<file path="config.mk">
export PLATFORM = sky130hd
export DESIGN_NAME = sclk_tick_rx
export DESIGN_NICKNAME = d
export VERILOG_FILES = /design/src/rtl/sclk_pkg.sv /design/src/rtl/sclk_sync_edge.sv /design/src/rtl/sclk_tick_rx.sv
export SDC_FILE = /design/constraint.sdc
export NUM_CORES = 1
export LEC_CHECK = 0
export BUFFER_PORTS_ARGS = -buffer_cell sky130_fd_sc_hd__buf_2
export CAP_MARGIN = 10
export CORE_MARGIN = 2
export CORE_UTILIZATION = 28
export DETAILED_ROUTE_END_ITERATION = 12
export PLACE_DENSITY_LB_ADDON = 0.1
export SYNTH_ARGS = -nofsm -noshare
export SYNTH_HDL_FRONTEND = slang
export SYNTH_HIERARCHICAL = 1
export SYNTH_SLANG_ARGS = --single-unit
</file>
<file path="constraint.sdc">
create_clock -name CLK -period 8.3 [get_ports CLK]
set_input_delay 0.83 -clock CLK [delete_from_list [all_inputs] [get_ports CLK]]
set_output_delay 0.83 -clock CLK [all_outputs]
set_load 0.05 [all_outputs]
</file>
<file path="src/rtl/sclk_pkg.sv">
// -----------------------------------------------------------------------------
// sclk_pkg
// Shared definitions for the slow-clock divider and its receive-side partner
// sclk_tick_rx. Holds the FSM state type and the default half-period / counter
// width, so the transmitter and the receiver are built from one value.
// -----------------------------------------------------------------------------
package sclk_pkg;

    // CLK cycles between consecutive S_CLK edges, and the interval counter width
    // (26 bits comfortably covers a saturating count well beyond 20000).
    localparam int HALF_PERIOD_DEF = 20000;
    localparam int CNT_W_DEF       = 26;

    // Lock-monitor states. The encoding is visible on the STATE debug port and
    // must stay fixed.
    typedef enum logic [1:0] {
        IDLE = 2'd0,
        ACQ  = 2'd1,
        LOCK = 2'd2,
        LOST = 2'd3
    } state_t;

endpackage

</file>
<file path="src/rtl/sclk_sync_edge.sv">
// -----------------------------------------------------------------------------
// sclk_sync_edge
// Brings the asynchronous slow clock S_CLK into the CLK domain and turns its
// transitions into single-cycle, registered RISE/FALL enables.
//
// Build option: define SCLK_GLITCH_FILTER_EN to insert a 3-sample glitch filter
// between the synchroniser and the edge detector (edge latency SYNC_STAGES+3
// instead of SYNC_STAGES+1; pulses shorter than 3 CLK cycles are dropped).
//
// Ports:
//   clk    in   system clock
//   rst    in   synchronous active-high reset
//   s_clk  in   slow clock, asynchronous to clk
//   rise   out  one-cycle pulse per synchronised rising edge
//   fall   out  one-cycle pulse per synchronised falling edge
// -----------------------------------------------------------------------------
module sclk_sync_edge #(
    parameter int SYNC_STAGES = 2   // minimum 2
) (
    input  logic clk,
    input  logic rst,
    input  logic s_clk,
    output logic rise,
    output logic fall
);

    logic [SYNC_STAGES-1:0] sync_q;
    logic                   sync_out;
    logic                   level;    // level presented to the edge detector
    logic                   prev_q;   // level delayed by one cycle

    // Shift register synchroniser; stage 0 is the only flop that may go
    // metastable, later stages give it a full cycle to settle.
    // NOTE: every clocked process uses non-blocking assignments so all flops
    // sample pre-edge values and simulation matches the synthesised registers.
    always_ff @(posedge clk) begin
        if (rst) begin
            sync_q <= '0;
        end else begin
            sync_q <= {sync_q[SYNC_STAGES-2:0], s_clk};
        end
    end

    assign sync_out = sync_q[SYNC_STAGES-1];

`ifdef SCLK_GLITCH_FILTER_EN
    // Two-deep history of the synchronised value. The level follows the
    // synchroniser only once the current and both previous samples agree,
    // i.e. after it has differed from the held level for 3 consecutive cycles.
    // The held level itself is prev_q, so no separate filter register is needed.
    logic [1:0] hist_q;

    always_ff @(posedge clk) begin
        if (rst) begin
            hist_q <= '0;
        end else begin
            hist_q <= {hist_q[0], sync_out};
        end
    end

    // NOTE: the default assignment comes first so every path drives 'level';
    // a path left unassigned in always_comb would infer a latch.
    always_comb begin
        level = prev_q;
        if ((sync_out == hist_q[0]) && (sync_out == hist_q[1])) begin
            level = sync_out;
        end
    end
`else
    assign level = sync_out;
`endif

    // Registered detector: the extra flop costs one cycle of latency but gives
    // glitch-free single-cycle enables to downstream logic.
    always_ff @(posedge clk) begin
        if (rst) begin
            prev_q <= 1'b0;
            rise   <= 1'b0;
            fall   <= 1'b0;
        end else begin
            prev_q <= level;
            rise   <= level & ~prev_q;
            fall   <= ~level & prev_q;
        end
    end

endmodule

</file>
<file path="src/rtl/sclk_tick_rx.sv">
// -----------------------------------------------------------------------------
// sclk_tick_rx
// Receive-side partner of the slow-clock divider. Synchronises S_CLK, emits
// single-cycle RISE/FALL enables, measures each edge-to-edge interval and runs
// a lock/loss monitor (IDLE -> ACQ -> LOCK, LOST on a bad interval or stall).
//
// Build option: SCLK_GLITCH_FILTER_EN enables the glitch filter inside
// sclk_sync_edge (see that file); the monitor logic is unaffected.
//
// Ports:
//   CLK      in   system clock
//   RST      in   synchronous active-high reset
//   S_CLK    in   divided slow clock, asynchronous to CLK
//   ERR_CLR  in   one-cycle pulse, clears sticky ERR (a simultaneous set wins)
//   RISE     out  one-cycle pulse per synchronised S_CLK rising edge
//   FALL     out  one-cycle pulse per synchronised S_CLK falling edge
//   MEAS     out  last measured edge-to-edge interval in CLK cycles
//   LOCKED   out  high while the monitor is in LOCK
//   ERR      out  sticky, set on the LOCK -> LOST transition
//   STATE    out  current monitor state (IDLE=0, ACQ=1, LOCK=2, LOST=3)
// -----------------------------------------------------------------------------
module sclk_tick_rx
    import sclk_pkg::*;
#(
    parameter int SYNC_STAGES = 2,
    parameter int HALF_PERIOD = HALF_PERIOD_DEF,
    parameter int TOL         = 16,
    parameter int CNT_W       = CNT_W_DEF,
    parameter int LOCK_COUNT  = 4
) (
    input  logic             CLK,
    input  logic             RST,
    input  logic             S_CLK,
    input  logic             ERR_CLR,
    output logic             RISE,
    output logic             FALL,
    output logic [CNT_W-1:0] MEAS,
    output logic             LOCKED,
    output logic             ERR,
    output logic [1:0]       STATE
);

    localparam logic [CNT_W-1:0] WIN_LO = CNT_W'(HALF_PERIOD - TOL);
    localparam logic [CNT_W-1:0] WIN_HI = CNT_W'(HALF_PERIOD + TOL);
    localparam int               GOOD_W = $clog2(LOCK_COUNT + 1);

    logic             edge_det;
    logic [CNT_W-1:0] cnt_q;
    logic [CNT_W-1:0] cnt_inc;
    logic [CNT_W-1:0] meas_q;
    logic             in_window;
    logic             timeout;
    state_t           state_q, state_d;
    logic [GOOD_W-1:0] good_q, good_d;
    logic             err_q, err_d;

    sclk_sync_edge #(
        .SYNC_STAGES (SYNC_STAGES)
    ) u_sync_edge (
        .clk   (CLK),
        .rst   (RST),
        .s_clk (S_CLK),
        .rise  (RISE),
        .fall  (FALL)
    );

    assign edge_det = RISE | FALL;

    // cnt_inc is the length of the interval if it ended this cycle; it is
    // both the next counter value and the value captured into MEAS.
    assign cnt_inc = (&cnt_q) ? cnt_q : cnt_q + 1'b1;

    assign in_window = (cnt_inc >= WIN_LO) && (cnt_inc <= WIN_HI);
    // An edge arriving in the overdue cycle is judged as a bad edge, so the
    // timeout only fires when no edge is present.
    assign timeout   = !edge_det && (cnt_inc > WIN_HI);

    // Interval counter and measurement register.
    always_ff @(posedge CLK) begin
        if (RST) begin
            cnt_q  <= '0;
            meas_q <= '0;
        end else if (edge_det) begin
            cnt_q  <= '0;
            meas_q <= cnt_inc;
        end else begin
            cnt_q  <= cnt_inc;
        end
    end

    // Monitor state register.
    always_ff @(posedge CLK) begin
        if (RST) begin
            state_q <= IDLE;
            good_q  <= '0;
            err_q   <= 1'b0;
        end else begin
            state_q <= state_d;
            good_q  <= good_d;
            err_q   <= err_d;
        end
    end

    // Monitor next-state logic. The first interval after IDLE or LOST is not
    // judged: it starts at an arbitrary point, not at a real S_CLK edge.
    always_comb begin
        state_d = state_q;
        good_d  = good_q;
        err_d   = err_q;

        // Clear first, so a set further down in the same cycle takes priority.
        if (ERR_CLR) begin
            err_d = 1'b0;
        end

        case (state_q)
            IDLE: begin
                if (edge_det) begin
                    state_d = ACQ;
                    good_d  = '0;
                end
            end
            ACQ: begin
                if (edge_det) begin
                    if (in_window) begin
                        good_d = good_q + 1'b1;
                        if (good_q == GOOD_W'(LOCK_COUNT - 1)) begin
                            state_d = LOCK;
                        end
                    end else begin
                        good_d = '0;
                    end
                end else if (timeout) begin
                    state_d = IDLE;
                    good_d  = '0;
                end
            end
            LOCK: begin
                if ((edge_det && !in_window) || timeout) begin
                    state_d = LOST;
                    err_d   = 1'b1;
                end
            end
            LOST: begin
                if (edge_det) begin
                    state_d = ACQ;
                    good_d  = '0;
                end
            end
            default: begin
                state_d = IDLE;
                good_d  = '0;
            end
        endcase
    end

    assign MEAS   = meas_q;
    assign LOCKED = (state_q == LOCK);
    assign ERR    = err_q;
    assign STATE  = state_q;

endmodule
</file>
Yosys cells after proc, flatten, opt, wreduce, memory -nomap -nowiden
Cells that the tools add are included.
- register bits after elaboration: 63
- logic and storage cells: 57
- $add $sub $neg: 2
- magnitude comparators: 3
- eq/ne operators: 9
- muxes and demuxes: 16
- bitwise operators: 5
- reduce and logical (&&, ||, !) cells: 13
- operators by type and width (kind ; number):
    adder 26 x 1 -> 26 bit, second input constant ; 1
    greater-or-equal comparator 26 x 15 -> 1 bit, second input constant ; 1
    > comparator 26 x 15 -> 1 bit, second input constant ; 1
    <= comparator 26 x 15 -> 1 bit, second input constant ; 1
    two-way mux 26 bit ; 1
    AND reduction 26 bit ; 1
    two-way mux 2 bit ; 6
    two-way mux 3 bit ; 4
    inequality test 3 bit, second input constant ; 3
    one-hot mux 2 bit (3 select lines) ; 1
    one-hot mux 3 bit (2 select lines) ; 1
    AND reduction 5 bit ; 1
    == test 2 bit, second input constant ; 2
    inequality test 2 x 1 -> 1 bit, second input constant ; 2
    OR reduction 2 bit ; 2
    adder 3 x 1 -> 3 bit, second input constant ; 1
    == test 3 x 2 -> 1 bit, second input constant ; 1
    logical AND 1 bit ; 3
    two-way mux 1 bit ; 3
    AND reduction 3 bit ; 1
    bitwise AND 1 bit ; 2
    == test 2 x 1 -> 1 bit, second input constant ; 1
    zero test 1 bit ; 2
    zero test 2 bit ; 1
    4 further kinds ; 5

Logic depth before layout (Yosys ltp)
- depth after elaboration: 9
- gate-level depth with buffers: 12
- depth with buffers taken out: 11

Modules after synthesis
The synthesis kept the hierarchy.
- by module, submodules not included (module ; instances ; cells an instance ; area each (um^2) ; seq. area each (um^2)):
    sclk_tick_rx ; 1 ; 362 ; 2981.6 ; 1161.1
    sclk_sync_edge ; 1 ; 10 ; 133.9 ; 100.1

Worst setup path before layout
No wires, ideal clock.
- kind: flip-flop to flip-flop
- from: register cnt_q[1]
- to: register state_q[0] (netlist: STATE[0])
- setup time: 0.123 ns
- arrival time: 3.391 ns
- setup slack: 4.786 ns
- cell stages (with the launch flop): 13
- period minus slack after synthesis: 3.514 ns
- path through: dfxtp_1 > ha_1 > nand4_1 > or4_1 > buf_2 > o21ai_4 > xor2_1 > or4_1 > nor4_1 > o21ai_1 > o221a_1 > a31oi_2 > mux2_1
- cells in the longest elaborated chain, start to end: 9
- RTL lines (element ; RTL line ; source):
    from (decl) ; sclk_tick_rx.sv:48 ; logic [CNT_W-1:0] cnt_q;
    from (signal assigned) ; sclk_tick_rx.sv:87 ; cnt_q <= cnt_inc;
    adder 26 x 1 -> 26 bit / AND reduction 26 bit (equally long branches) ; sclk_tick_rx.sv:71 ; assign cnt_inc = (&cnt_q) ? cnt_q : cnt_q + 1'b1;
    two-way mux 26 bit (*) ; sclk_tick_rx.sv:71 ;
    greater-or-equal comparator 26 x 15 -> 1 bit / <= comparator 26 x 15 -> 1 bit (equally long branches) ; sclk_tick_rx.sv:73 ; assign in_window = (cnt_inc >= WIN_LO) && (cnt_inc <= WIN_HI);
    logical AND 1 bit ; sclk_tick_rx.sv:73 ;
    zero test 1 bit ; sclk_tick_rx.sv:139 ; if ((edge_det && !in_window) || timeout) begin
    logical AND 1 bit ; sclk_tick_rx.sv:139 ;
    logical OR 1 bit ; sclk_tick_rx.sv:139 ;
    inequality test 2 x 1 -> 1 bit (no source line) ; -- ;
    AND reduction 5 bit (no source line) (*) ; -- ;
    to (signal assigned) ; sclk_tick_rx.sv:98 ; state_q <= state_d;
    to (decl) ; sclk_tick_rx.sv:53 ; state_t state_q, state_d;
Every way passes the cells marked *; elsewhere a longest branch is shown, timed or not.
A chain may end at the register's enable or synchronous reset.

Worst setup path after layout
- from: register cnt_q[1]
- to: register state_q[1] (netlist: STATE[1])
Same word-level chain as after synthesis.

==> flow_summary.ini <==
[status]
status = completed

[logic_synthesis]
ys_async_sr_fraction = 0
syn_inst = 372
synth_edf_count = 0
synthSimpleGateAreaFrac = 0.280
synthTopCellsByCount = 72 x nor2_1, 63 x dfxtp_1, 20 x a211oi_1
synth_top_area_cell = dfxtp_1
synth.avg_cell_area_sq_um = 8.37
synth_adder_area_share = 0.0241
synthMuxAreaShare = 0.0297
synth.distinct_cells = 55
synth_top_family_by_area = simple AND/OR/NAND/NOR gates
synth_compound_area_frac = 0.157
synth_xor_area_frac = 0.0534
yosys-top-cells-area = dfxtp_1 40%, nor2_1 8.7%, a211oi_1 4.8%
ys.flop_type = dfxtp_1
synth_fp_nets = 382
yosys_warnings = 6
yosysSeqAreaShare = 0.405
synth_top_cell_area_share = 0.405
ys_ff_latch = 63
yosysMostFrequentCell = nor2_1
synth.cell_area_sq_um = 3120

[place]
gp_congestion = 0.846
place.port_buffers = 35
dp.final_hpwl_microns = 5690
pre_cts_ws_ns = 4.21

[routing]
route.detailed.drc = 0
viasPerCell = 4.96
drt_first_iter_violations = 103
ant_nets = 0
routed_wl_microns = 7920
drt_pre_antenna_iters = 4
avgRoutedWirePerCell_microns = 14.6
vias = 2687

[clocking]
root_buffer = clkbuf_8
cts_tree = built
worst_setup_hold_path_clk_slew_ns = 0.07
clock_latency_ns = 0.35
post-cts-setup-buffers = 0
ctsResizeCount = 0
cts_max_level = 3
cts_buffers = 9
cts.sinks = 63
hold_buffers = 0
cts_buffer_depth = 2

[layout]
num_antenna_cells = 0
fin_nets = 407
drive_above_1_share = 0.162
area_delta_synth_final_pct = 15.5
fillers = 1165
post-route-util = 0.332

[setup_path]
crit_cells = 11
required_ns = 8.53
crit_slowest_cell = or4_1
startpoint = cnt_q[1]
path_class = reg -> reg
cp_max_fo = 9
start_kind = flip-flop
critical_path.cell_chain = ha_1, nand4_1, or4_1, o211ai_1, xor2_1, o21ai_0, nor4_1, o21ai_1, o221a_1, a31oi_2, mux2_1
end_kind = flip-flop
critPathTopFamily = simple AND/OR/NAND/NOR gates
critical-path-max-stage-delay_ns = 0.74
arrival_ns = 4.44
r2r-start = cnt_q[1]
critPathBufInv = 0
r2r_cells = 11

[grt]
grt_use_total = 0.146
antenna_found_initial = 0
grt_pass1_wl_microns = 13400
grt_overflow = 0
grt_pass1_vias = 2614
grt_max_degree = 42

[pwr]
p_sw_frac = 0.270
combinationalPowerShare = 0.125
internal_power_mw = 0.523
switchingPower_mw = 0.194
seqPwrFrac = 0.445
clockPowerShare = 0.431
leakagePower_nw = 1.34
vdd_drop_max_mv = 0.0939
powerDensity_nw_per_um2 = 199

[timing]
final.setup.tns_ns = 0
setup_ws_ns = 4.09
period_share = 0.507
period_needed_ns = 4.21
drv_slew = 0
setup-violations-final = 0
hold_viol_final = 0
rsz0062_at_grt = false
hold-worst-slack_ns = 0.414
finClkSkew_ns = 0.00537
worstMarginPinSlew_ns = 1.02
slew_headroom = 0.320
max_freq_mhz = 238

[floorplanning]
die-width_microns = 109
io_pins = 36
start_util = 0.287
die_area_sq_um = 12000
core_sq_um = 10800
placementRows = 38
fp.dieH_microns = 109

[min_path]
whs_path_depth = 1
min_from = u_sync_edge/prev_q
worstHoldPathType = reg -> reg

[flow_run]
max-cap-violations = 0
sequential cells by signal, summed over array words and instances (netlist names):
signal / cells
good_q: 3
u_sync_edge/rise: 1
ERR: 1
u_sync_edge/sync_q: 2
MEAS: 26
u_sync_edge/prev_q: 1
cnt_q: 26
STATE: 2
u_sync_edge/fall: 1
worst paths after layout:
kind,to,slack (ns)
worst min-delay path,u_sync_edge/rise,0.41
worst max-delay path,STATE[1],4.09
worst min register to register,u_sync_edge/rise,0.41
worst max register to register,STATE[1],4.09
power groups by stage:
stage / Clock [mW] / Combinational, mW / Sequential (mW)
after floorplan: 0 / 0.0482 / 0.348
after global placement: 0 / 0.0895 / 0.325
after detailed placement: 0 / 0.0893 / 0.325
after CTS: 0.319 / 0.0896 / 0.319
after global routing: 0.330 / 0.0999 / 0.320
final: 0.309 / 0.0894 / 0.318
layout by cell type (no fill, tap or decap), types with 6 or more instances in the layout:
master / count
o21ai_0: 7
nor4_1: 8
nand4_1: 8
nand3_1: 13
nor3_1: 12
xnor2_1: 11
nor2_1: 72
inv_1: 14
nand2_1: 19
a211oi_1: 20
a21oi_1: 18
xor2_1: 8
ha_1: 6
mux2i_1: 7
dfxtp_1: 63
buf_2: 35
clkbuf_8: 11
final cells by class:
class | instances | area, sq um | share of cell area
multi-input combinational | 273 | 1700 | 0.471
inverter | 14 | 52.6 | 0.0146
sequential | 63 | 1260 | 0.350
clock inverter | 5 | 80.1 | 0.0222
clock buffer | 11 | 151 | 0.0421
timing repair buffer | 36 | 183 | 0.0507
tap | 140 | 175 | 0.0487
metrics by stage:
stage | total power [mW] | std cells | area [sq um]
2_1_floorplan | 0.396 | 372 | 3120
3_3_place_gp | 0.415 | 526 | 3370
3_5_place_dp | 0.415 | 526 | 3370
4_1_cts | 0.727 | 542 | 3600
5_1_grt | 0.750 | 542 | 3600
6_report | 0.716 | 542 | 3600
per-layer routing:
| layer | routed length, microns | track usage | vias up | part of all wire |
|---|---|---|---|---|
| li1 | - | - | 1376 | - |
| met3 | 274 | 0.0373 | 12 | 0.035 |
| met2 | 3440 | 0.222 | 45 | 0.43 |
| met1 | 4070 | 0.198 | 1254 | 0.51 |
| met4 | 129 | 0.0515 | 0 | 0.016 |
| met5 | 0 | 0 | - | 0 |
logic make-up after synthesis:
kind of cell	after synthesis
muxes	9
DFF	63
adders and majority gates	6
and+or+nand+nor	169
xor gates and xnor gates	19
buffers and inverters	36
AOI/OAI and AO/OA	70
Note: power is estimated with default switching activity, not from simulation.
